==> src/rtl/pc_unit.sv <==
// Program-counter unit: holds the PC, selects the next PC from sequential, branch,
// jump or register targets, and maintains a circular return-address stack.
module pc_unit #(
  parameter int                WIDTH        = 32,
  parameter logic [WIDTH-1:0]  RESET_VECTOR = '0,
  parameter int                IMM_W        = 16,
  parameter int                JMP_BITS     = 26,
  parameter int                RAS_DEPTH    = 4
) (
  input  logic                           clk,
  input  logic                           reset,
  input  logic                           PCWre,
  input  logic [1:0]                     pc_src,
  input  logic [IMM_W-1:0]               branch_imm,
  input  logic [JMP_BITS-1:0]            jump_target,
  input  logic [WIDTH-1:0]               reg_target,
  input  logic                           call,
  input  logic                           ret,
  input  logic                           clr_flags,
  output logic [WIDTH-1:0]               pc,
  output logic [WIDTH-1:0]               pc_plus4,
  output logic [$clog2(RAS_DEPTH+1)-1:0] ras_count,
  output logic                           ras_empty,
  output logic                           ras_full,
  output logic                           ras_overflow,
  output logic                           ras_underflow
);

  localparam int CW = $clog2(RAS_DEPTH + 1);
  localparam int PW = $clog2(RAS_DEPTH);
  localparam logic [WIDTH-1:0] JMP_KEEP = ~((WIDTH'(1) << (JMP_BITS + 2)) - WIDTH'(1));

  logic [WIDTH-1:0]        r_pc;
  logic [PW-1:0]           r_top;
  logic [CW-1:0]           r_count;
  logic                    r_ovf;
  logic                    r_udf;
  logic [WIDTH-1:0]        r_ras [RAS_DEPTH];

  logic [WIDTH-1:0]        w_pc_plus4;
  logic signed [WIDTH-1:0] w_boff;
  logic [WIDTH-1:0]        w_src_pc;
  logic [WIDTH-1:0]        w_next_pc;
  logic                    w_empty;
  logic                    w_full;
  logic                    w_push;
  logic                    w_pop_req;
  logic                    w_pop;
  logic [PW-1:0]           w_wr_idx;

  assign w_pc_plus4 = r_pc + WIDTH'(4);
  assign w_boff     = {{(WIDTH-IMM_W-2){branch_imm[IMM_W-1]}}, branch_imm, 2'b00};
  assign w_empty    = (r_count == '0);
  assign w_full     = (r_count == CW'(RAS_DEPTH));
  assign w_push     = PCWre & call;
  assign w_pop_req  = PCWre & ret;
  assign w_pop      = w_pop_req & ~w_empty;
  // Simultaneous call+ret on a live stack replaces the top in place.
  assign w_wr_idx   = w_pop ? r_top : r_top + PW'(1);

  always_comb begin
    w_src_pc = w_pc_plus4;
    case (pc_src)
      2'b01:   w_src_pc = w_pc_plus4 + w_boff;
      2'b10:   w_src_pc = (w_pc_plus4 & JMP_KEEP) | (WIDTH'(jump_target) << 2);
      2'b11:   w_src_pc = reg_target & ~WIDTH'(3);
      default: w_src_pc = w_pc_plus4;
    endcase
  end

  assign w_next_pc = w_pop ? r_ras[r_top] : w_src_pc;

  always_ff @(posedge clk or negedge reset) begin
    if (!reset) begin
      r_pc    <= RESET_VECTOR;
      r_top   <= '0;
      r_count <= '0;
      r_ovf   <= 1'b0;
      r_udf   <= 1'b0;
    end else begin
      if (PCWre) r_pc <= w_next_pc;
      if (w_push && !w_pop) begin
        r_top <= r_top + PW'(1);
        if (!w_full) r_count <= r_count + CW'(1);
      end else if (w_pop && !w_push) begin
        r_top   <= r_top - PW'(1);
        r_count <= r_count - CW'(1);
      end
      // A new event wins over a clear on the same edge.
      r_ovf <= (w_push & w_full & ~w_pop) | (r_ovf & ~clr_flags);
      r_udf <= (w_pop_req & w_empty) | (r_udf & ~clr_flags);
    end
  end

  // Stack contents are data only and are never reset.
  always_ff @(posedge clk) begin
    if (w_push) r_ras[w_wr_idx] <= w_pc_plus4;
  end

  assign pc            = r_pc;
  assign pc_plus4      = w_pc_plus4;
  assign ras_count     = r_count;
  assign ras_empty     = w_empty;
  assign ras_full      = w_full;
  assign ras_overflow  = r_ovf;
  assign ras_underflow = r_udf;

endmodule

==> config.mk <==
export PLATFORM = sky130hd
export DESIGN_NAME = pc_unit
export DESIGN_NICKNAME = d
export VERILOG_FILES = /design/src/rtl/pc_unit.sv
export SDC_FILE = /design/constraint.sdc
export NUM_CORES = 1
export LEC_CHECK = 0
export CAP_MARGIN = 20
export CORE_MARGIN = 1
export CORE_UTILIZATION = 43
export DETAILED_ROUTE_END_ITERATION = 8
export GPL_TIMING_DRIVEN = 0
export PLACE_DENSITY = 0.69
export SYNTH_ARGS = -nofsm -noshare
export SYNTH_HDL_FRONTEND = slang
export SYNTH_SLANG_ARGS = --single-unit
==> constraint.sdc <==
create_clock -name clk -period 7.95 [get_ports clk]
set_input_delay 2.385 -clock clk [delete_from_list [all_inputs] [get_ports clk]]
set_output_delay 2.385 -clock clk [all_outputs]
set_load 0.01 [all_outputs]
* Yosys cells after proc, flatten, opt, wreduce, memory -nomap -nowiden
Memory sizes are Yosys's and may differ from the RTL's.
Cells that the tools add are included.
** Word-level totals
- Flip-flop bits (word level) :: 39
- RAM bits :: 128
- Input bits :: 82
- Output and inout bits :: 71
- Word-level logic and storage cells :: 48
- Memories :: 1
** Operators by class
- $add $sub $neg :: 6
- Equality and inequality tests :: 5
- Multiplexer cells :: 10
- Bitwise logic cells :: 14
- Reductions and logical operators :: 7
** Memories
- r_ras :: words 4, width 32, rd ports 1, clocked after Yosys merged registers in 0, wr ports 1, RTL line 38 : logic [WIDTH-1:0] r_ras [RAS_DEPTH];
** Operator list (number)
- $pmux 32 s3 :: 1
- $add 32x3->32 const B :: 1
- $add 32x32->32 :: 1
- $mux 32 :: 1
- $or 32x28->32 :: 1
- $mux 3 :: 3
- $and 1x1->1 :: 8
- $mux 2 :: 3
- $eq 2x2->1 const B :: 2
- $add 3x1->3 const B :: 1
- $eq 3x3->1 const B :: 1
- $logic_not 3->1 :: 1
- $not 1->1 :: 3
- $sub 3x1->3 const B :: 1
- $add 2x1->2 const B :: 1
- $eq 2x1->1 const B :: 1
- $logic_and 1x1->1 :: 2
- $logic_not 1->1 :: 2
- $mux 1 :: 2
- $ne 2x2->1 const B :: 1
- $or 1x1->1 :: 2
- $reduce_and 2->1 :: 1
- $reduce_bool 2->1 :: 1
- $sub 2x1->2 const B :: 1

* Longest topological paths before layout
Gate-level depths: netlist of the first run.
- Depth in word-level cells :: 7
- Mapped depth :: 17
- Gate-level depth less buffers :: 17

* Worst setup path before layout of the first run
Ideal clock, no wire load.
- Path type :: input to register
- Start point :: input ret
- End point :: memory r_ras[1][0], enable pin
- Setup time :: 0.421 ns
- Data arrival time :: 4.575 ns
- Required time :: 7.529 ns
- Slack :: 2.954 ns
- Stages on the path :: 6
- Path buffers :: 1
- Cell sequence :: nand3_1 -> inv_1 -> clkbuf_1 -> xnor2_1 -> nand2_1 -> nor2_1
** Between the ends
- Longest elaborated chain between the ends :: 3
** Ends and longest elaborated chain
- start: declaration :: RTL line 18 : input logic ret,
- $and 1x1->1 :: RTL line 56 : assign w_pop_req = PCWre & ret;
- $and 1x1->1 :: RTL line 57 : assign w_pop = w_pop_req & ~w_empty;
- $mux 2 :: RTL line 59 : assign w_wr_idx = w_pop ? r_top : r_top + PW'(1);
- end: declaration :: RTL line 38
No other way between the ends.

* Worst setup path after layout of the first run
- Start point :: register r_pc[2] (netlist: pc[2])
- End point :: output pc_plus4[30]
** Between the ends
- Longest elaborated chain between the ends :: 1
** Ends and longest elaborated chain
- start: declaration :: RTL line 33 : logic [WIDTH-1:0] r_pc;
- start signal: assignment :: RTL line 81 : if (PCWre) r_pc <= w_next_pc;
- $add 32x3->32 :: RTL line 51 : assign w_pc_plus4 = r_pc + WIDTH'(4);
- end: declaration :: RTL line 21 : output logic [WIDTH-1:0] pc_plus4,
No other way between the ends.

==> impl_metrics.tcl, run 1 <==
set metrics [dict create \
    final-setup-viol-count 0 \
    yosys.area_share.simple_pct 10.7 \
    layout.nets 1047 \
    initialDrtViolationCount 629 \
    area_growth_pct 27.0 \
    required_ps 5570 \
    routedWlPerCell_um 22.0 \
    worst_ep_arrival_time_ps 3790 \
    antenna_cells 0 \
    vdd_ir_drop_max_mv 0.175 \
    cp_cell_sequence "ha_1, nand2_1, nor2_1, and2_1, nand2_1, nor2_1, and3_1, xor2_1, clkdlybuf4s50_1" \
    netlist_area_sq_um 9340 \
    crit_slowest_cell "clkdlybuf4s50_1" \
    yosys.area_share.adder_pct 5.25 \
    min_from "ras_count[2]$_DFFE_PN0P_" \
    netSwitchingFraction_pct 38.3 \
    crit_path_end_kind "output pin" \
    post-route-period-util_pct 77.6 \
    p_comb_share_pct 49.7 \
    post-synth-top-count-cell "edfxtp_1" \
    holdWs_ps 524 \
    track_usage_pct 24.9 \
    grt_max_degree 23 \
    skew_ps 9.76 \
    grt_pass1_vias 6747 \
    synth_top_family_by_area "multiplexers" \
    outcome "complete, no violations" \
    hold_viol_final 0 \
    die_h_um 149 \
    dieArea_sq_um 22300 \
    syn_avg_cell_area_sq_um 12.4 \
    cts_tree "done" \
    place_congestion 0.959 \
    routed_wirelength_um 26800 \
    fmax_ghz 0.162 \
    slew_headroom_pct 27.3 \
    fin_crit_ps 6170 \
    clk_pin_slew_ps 70 \
    htreeDepth 4 \
    clk_latency_ps 430 \
    synth_fp_nets 874 \
    netlist_instances 754 \
    path_max_fanout 6 \
    synth_top_area_share_pct 41.2 \
    worst_pin_slew_ps 1090 \
    synth_xor_area_share_pct 5.25 \
    synth.largest_area_cell "edfxtp_1" \
    synth_ff_type "edfxtp_1" \
    utilization_pct 56.1 \
    ios 153 \
    grt_antenna_before_repair 0 \
    p_per_area_nw_per_um2 363 \
    rsz0062_at_grt "false" \
    p_switching_mw 1.65 \
    synth-compound-area-share_pct 11.3 \
    startpoint_type "flip-flop" \
    cts_buffer_depth 2 \
    dp_hpwl_um 19600 \
    path_class "flip-flop to output pin" \
    synth_common_cells "128 x edfxtp_1, 76 x nand2_1, 56 x nor2_1" \
    dr_total_vias 7108 \
    cts_sinks 167 \
    clockPowerShare_pct 18.3 \
    cts_setup_buffers 0 \
    postRouteAntennaNets 0 \
    core_sq_um 21200 \
    rows 53 \
    layout.cells.non_filler 1215 \
    synth-seq-cells 167 \
    grt_overflow 0 \
    ys_warn_count 0 \
    seq_area_frac_synth_pct 51.6 \
    drive_gt1_share_pct 11.6 \
    die_w_um 149 \
    cts-buffers-inserted 17 \
    p_seq_share_pct 32.0 \
    hold_buffers 0 \
    maxSlewViolCount 0 \
    synth_cell_types 59 \
    synth_area_leaders "edfxtp_1 41%, mux4_2 12%, dfrtp_1 10%, ha_1 4.8%, xnor2_1 3.7%" \
    start_util_pct 44.1 \
    drv_cap 0 \
    portBuffers 149 \
    cts_resized 0 \
    muxShareOfSynthArea_pct 13.3 \
    hold_class "flip-flop to flip-flop" \
    route.detailed.drc 0 \
    synthArstFlopShare_pct 23.4 \
    dp.cells 1183 \
    cts_root_buf "clkbuf_16" \
    tns_ps 0 \
    grt_pass1_wl_um 40100 \
    cp_slowest_stage_delay_ps 680 \
    synth_edf_count 128 \
    vias_per_cell 5.85 \
    r2r_start "pc[2]$_DFFE_PN0P_" \
    p_int_mw 2.65 \
    leakage_nw 4.33 \
    startpoint "pc[2]$_DFFE_PN0P_" \
    dr.pass1.iters 5 \
]
-- worst max-delay path: cells and delay by family, from the launching register on --
kind          cells  cell delay, ps
flops             1             450
xor+xnor          1             470
buf+inv           1             680
fa+ha+maj         1             240
simple gates      6            1520
-- layer usage --
layer | up-vias | GRT usage [%] | wire [um]
met5 | - | 0 | 0
met4 | 0 | 7.35 | 510
met3 | 34 | 4.95 | 1940
met2 | 307 | 39.1 | 12700
met1 | 3536 | 34.8 | 11600
li1 | 3231 | - | -
-- registers in the layout, summed over array words and instances, names as in the netlist --
| name | count |
|---|---|
| ras_overflow | 1 |
| pc | 32 |
| ras_underflow | 1 |
| r_ras | 128 |
| r_top | 2 |
| ras_count | 3 |
-- cells by family after synthesis --
logic type	count (synthesis)
buffers and inverters	57
flip-flops	167
AO/OA/AOI/OAI	154
XOR/XNOR	56
AND/OR/NAND/NOR	220
adder cells (fa/ha/maj)	38
multiplexers	62
-- area by class of cell --
cell class | instances | area, sq um
fillers | 1774 | 9300
flip-flops and latches | 167 | 4820
multi-input cells | 530 | 4320
repair buffers | 154 | 1590
clock buffers | 18 | 429
well taps | 275 | 344
plain buffers | 38 | 163
clock inverters | 14 | 121
inverters | 19 | 71.3
-- per-stage QoR --
stage / area (sq um) / total power, mW / setup WS, ps
global placement: 11200 / 3.46 / 611
detailed placement: 11300 / 3.51 / 2360
finish: 11900 / 4.30 / 1780
floorplan: 9340 / 2.69 / 2950
global route: 11900 / 4.53 / 1680
CTS: 11900 / 4.29 / 1890
-- power by group through the flow --
stage / Sequential [mW] / Combinational [mW] / Clock (mW)
floorplan: 1.39 / 1.30 / 0
global placement: 1.39 / 2.07 / 0
detailed placement: 1.39 / 2.11 / 0
CTS: 1.37 / 2.13 / 0.790
global route: 1.40 / 2.31 / 0.823
finish: 1.37 / 2.14 / 0.785
-- layout by cell type (no fill, tap or decap), types with 19 or more instances in the layout --
master / instances
a21o_1: 19
a21oi_1: 26
clkbuf_1: 25
clkdlybuf4s50_1: 148
dfrtp_1: 39
edfxtp_1: 128
ha_1: 36
inv_1: 19
mux4_2: 49
nand2_1: 76
nand3_1: 26
nor2_1: 53
o21ai_0: 24
xnor2_1: 39
-- path summary, 6_finish.rpt --
path                       slack, ps  cells past startpoint                       end
max in group asynchronous       5460                      2        pc[23]$_DFFE_PN0P_
max reg2reg                     3240                     15        pc[19]$_DFFE_PN0P_
min in group asynchronous       1960                      1         pc[5]$_DFFE_PN0P_
min                              520                      1  ras_count[2]$_DFFE_PN0P_
min reg2reg                      520                      1  ras_count[2]$_DFFE_PN0P_
max                             1780                      9              pc_plus4[30]
Power figures use the tool's default switching activity.
==> run 2: changes to the inputs <==
--- a/config.mk
+++ b/config.mk
@@ -10,7 +10,7 @@
 export CORE_UTILIZATION = 43
 export DETAILED_ROUTE_END_ITERATION = 8
 export GPL_TIMING_DRIVEN = 0
-export PLACE_DENSITY = 0.69
+export PLACE_DENSITY = 0.71
 export SYNTH_ARGS = -nofsm -noshare
 export SYNTH_HDL_FRONTEND = slang
 export SYNTH_SLANG_ARGS = --single-unit
==> constraint.sdc (replaced) <==
create_clock -name clk -period 5.3 [get_ports clk]
set_input_delay 1.59 -clock clk [delete_from_list [all_inputs] [get_ports clk]]
set_output_delay 1.59 -clock clk [all_outputs]
set_load 0.01 [all_outputs]
==> run 2 against run 1 <==
Worst hold slack worse by 3.9 ps. Highest routed layer unchanged. Utilization grew 0.40 points. Via count grew 1.1%. Combinational power up 50%. Critical path type unchanged. Clock skew decreased by 1.8 ps. Clock power rose by 57%. Non-clock buffer count unchanged. Global-route usage is 0.73 points higher. Critical endpoint is now pc_plus4[28]. Register-to-register slack worse by 2500 ps. Die area unchanged.
==> impl_metrics.tcl, run 2 (synthesized netlist as in run 1, its figures left out) <==
set metrics [dict create \
    outcome "complete, no violations" \
    vdd_ir_drop_max_mv 0.299 \
    dr.pass1.iters 5 \
    die_w_um 149 \
    post-route-period-util_pct 97.0 \
    skew_ps 7.98 \
    grt_pass1_wl_um 41100 \
    track_usage_pct 25.6 \
    min_from "ras_count[2]$_DFFE_PN0P_" \
    holdWs_ps 520 \
    layout.nets 1047 \
    ios 153 \
    vias_per_cell 5.91 \
    place_congestion 0.939 \
    dr_total_vias 7183 \
    rrSetupSlack_ps 770 \
    cts_root_buf "clkbuf_16" \
    nFillCells 1783 \
    layout_commonest_cell "clkdlybuf4s50_1" \
    p_seq_share_pct 31.8 \
    fmax_ghz 0.194 \
    start_util_pct 44.1 \
    rsz0062_at_grt "false" \
    clk_latency_ps 430 \
    antenna_cells 0 \
    crit_path_end_kind "output pin" \
    clockPowerShare_pct 18.8 \
    p_switching_mw 2.50 \
    fin_crit_ps 5140 \
    largest_reg_flops 128 \
    clk_pin_slew_ps 70 \
    wl_met2_um 13300 \
    r2r_end "pc[19]$_DFFE_PN0P_" \
    core_sq_um 21200 \
    initialDrtViolationCount 646 \
    cts_buffer_depth 2 \
    route.detailed.drc 0 \
    area_growth_pct 27.9 \
    p_int_mw 4.03 \
    postRouteAntennaNets 0 \
    r2r_cells 16 \
    routedWlPerCell_um 22.7 \
    path_max_fanout 6 \
    dp_hpwl_um 19900 \
    cts_tree "done" \
    met3_length_um 2230 \
    routed_wirelength_um 27500 \
    p_comb_share_pct 49.4 \
    multi_input_area_sq_um 4350 \
    hold_class "flip-flop to flip-flop" \
    p_per_area_nw_per_um2 546 \
    r2r_start "pc[2]$_DFFE_PN0P_" \
    portBuffers 149 \
    worst_pin_slew_ps 1110 \
    maxSlewViolCount 0 \
    die_h_um 149 \
    drt-met1-wl_um 11400 \
    drive_gt1_share_pct 12.3 \
    largest_register "r_ras" \
    hold_viol_final 0 \
    cts-buffers-inserted 17 \
    netSwitchingFraction_pct 38.3 \
    drv_cap 0 \
    grt_overflow 0 \
    grt_max_degree 26 \
    startpoint_type "flip-flop" \
    startpoint "pc[2]$_DFFE_PN0P_" \
    mostFrequentLayoutCells "148 x clkdlybuf4s50_1, 128 x edfxtp_1, 76 x nand2_1" \
    worst_ep_arrival_time_ps 3550 \
    path_class "flip-flop to output pin" \
    hold_buffers 0 \
    tns_ps 0 \
    total_power_mw 6.52 \
    grt_pass1_vias 6951 \
    htreeDepth 4 \
    cts_sinks 167 \
    rows 53 \
    grt_antenna_before_repair 0 \
    leakage_nw 4.37 \
    final-setup-viol-count 0 \
    register_area_sq_um 4820 \
    slew_headroom_pct 26.0 \
    dieArea_sq_um 22300 \
    top_layer_used "met4" \
    endpoint "pc_plus4[28]" \
    required_ps 3710 \
]
run 2: changes by cell type in the layout (fill, tap and decap cells not counted), moves of 2 or more:
cell,delta
clkbuf_16,+2
clkbuf_8,+2
clkinv_1,-3
buf_16,+2
inv_6,-2
buf_12,-2
run 2: cell type report:
class,count,area share (%)
flip-flops and latches,167,40.4
well taps,275,2.88
inverters,19,0.597
multi-input cells,530,36.4
plain buffers,38,1.36
clock buffers,22,4.24
repair buffers,154,13.5
clock inverters,10,0.692
run 2: layer usage:
metal  GRT usage (%)  up-vias
met2            40.7      346
met5               0        -
met3            6.42       50
met1            34.3     3554
li1                -     3233
met4            8.16        0
run 2: critical path, cell delays in order, from the launching register on:
cell             delay [ps]
dfrtp_1                 450
ha_1                    240
nand2_1                  90
nor2_1                  340
and2_2                  370
nand2_1                  90
nor2_1                  270
xor2_1                  600
clkdlybuf4s50_1         670
run 2: worst min path at each step:
stage	endpoint	slack, ps	cells past startpoint
final	ras_count[2]$_DFFE_PN0P_	520	1
after global routing	ras_overflow$_DFF_PN0_	550	2
after CTS	ras_count[2]$_DFFE_PN0P_	520	1
after detailed placement	ras_count[2]$_DFFE_PN0P_	510	1
after global placement	ras_overflow$_DFF_PN0_	500	2
after floorplan	ras_count[2]$_DFFE_PN0P_	540	1
run 2: timing repair:
| action | in CTS | in global routing |
|---|---|---|
| hold endpoints to repair | 0 | 0 |
| resized for setup | 1 | 4 |
| endpoints found under the setup margin | 1 | 4 |
| buffers inserted | 0 | 0 |
run 2: power groups by stage:
stage | registers [mW] | logic (mW) | clock network, mW
finish | 2.07 | 3.22 | 1.23
global route | 2.10 | 3.49 | 1.29
CTS | 2.07 | 3.21 | 1.23
detailed placement | 2.09 | 3.19 | 0
global placement | 2.09 | 3.10 | 0
floorplan | 2.08 | 1.95 | 0
run 2: through the flow:
stage	setup WS (ps)	std cells	cell area, sq um	util, %
after floorplan	1100	754	9340	-
after global placement	-1250	1178	11200	52.8
after detailed placement	430	1183	11300	53.5
after CTS	138	1215	11900	56.3
after global routing	9.37	1215	11900	56.5
final	157	1215	11900	56.5
==> run 3: changes to the inputs <==
--- a/config.mk
+++ b/config.mk
@@ -8,6 +8,7 @@
 export CAP_MARGIN = 20
 export CORE_MARGIN = 1
 export CORE_UTILIZATION = 43
+export CTS_CLUSTER_SIZE = 14
 export DETAILED_ROUTE_END_ITERATION = 8
 export GPL_TIMING_DRIVEN = 0
 export PLACE_DENSITY = 0.71
==> results of run 3 <==
Same layout as run 2: the final DEF is identical, and so are final timing and power.
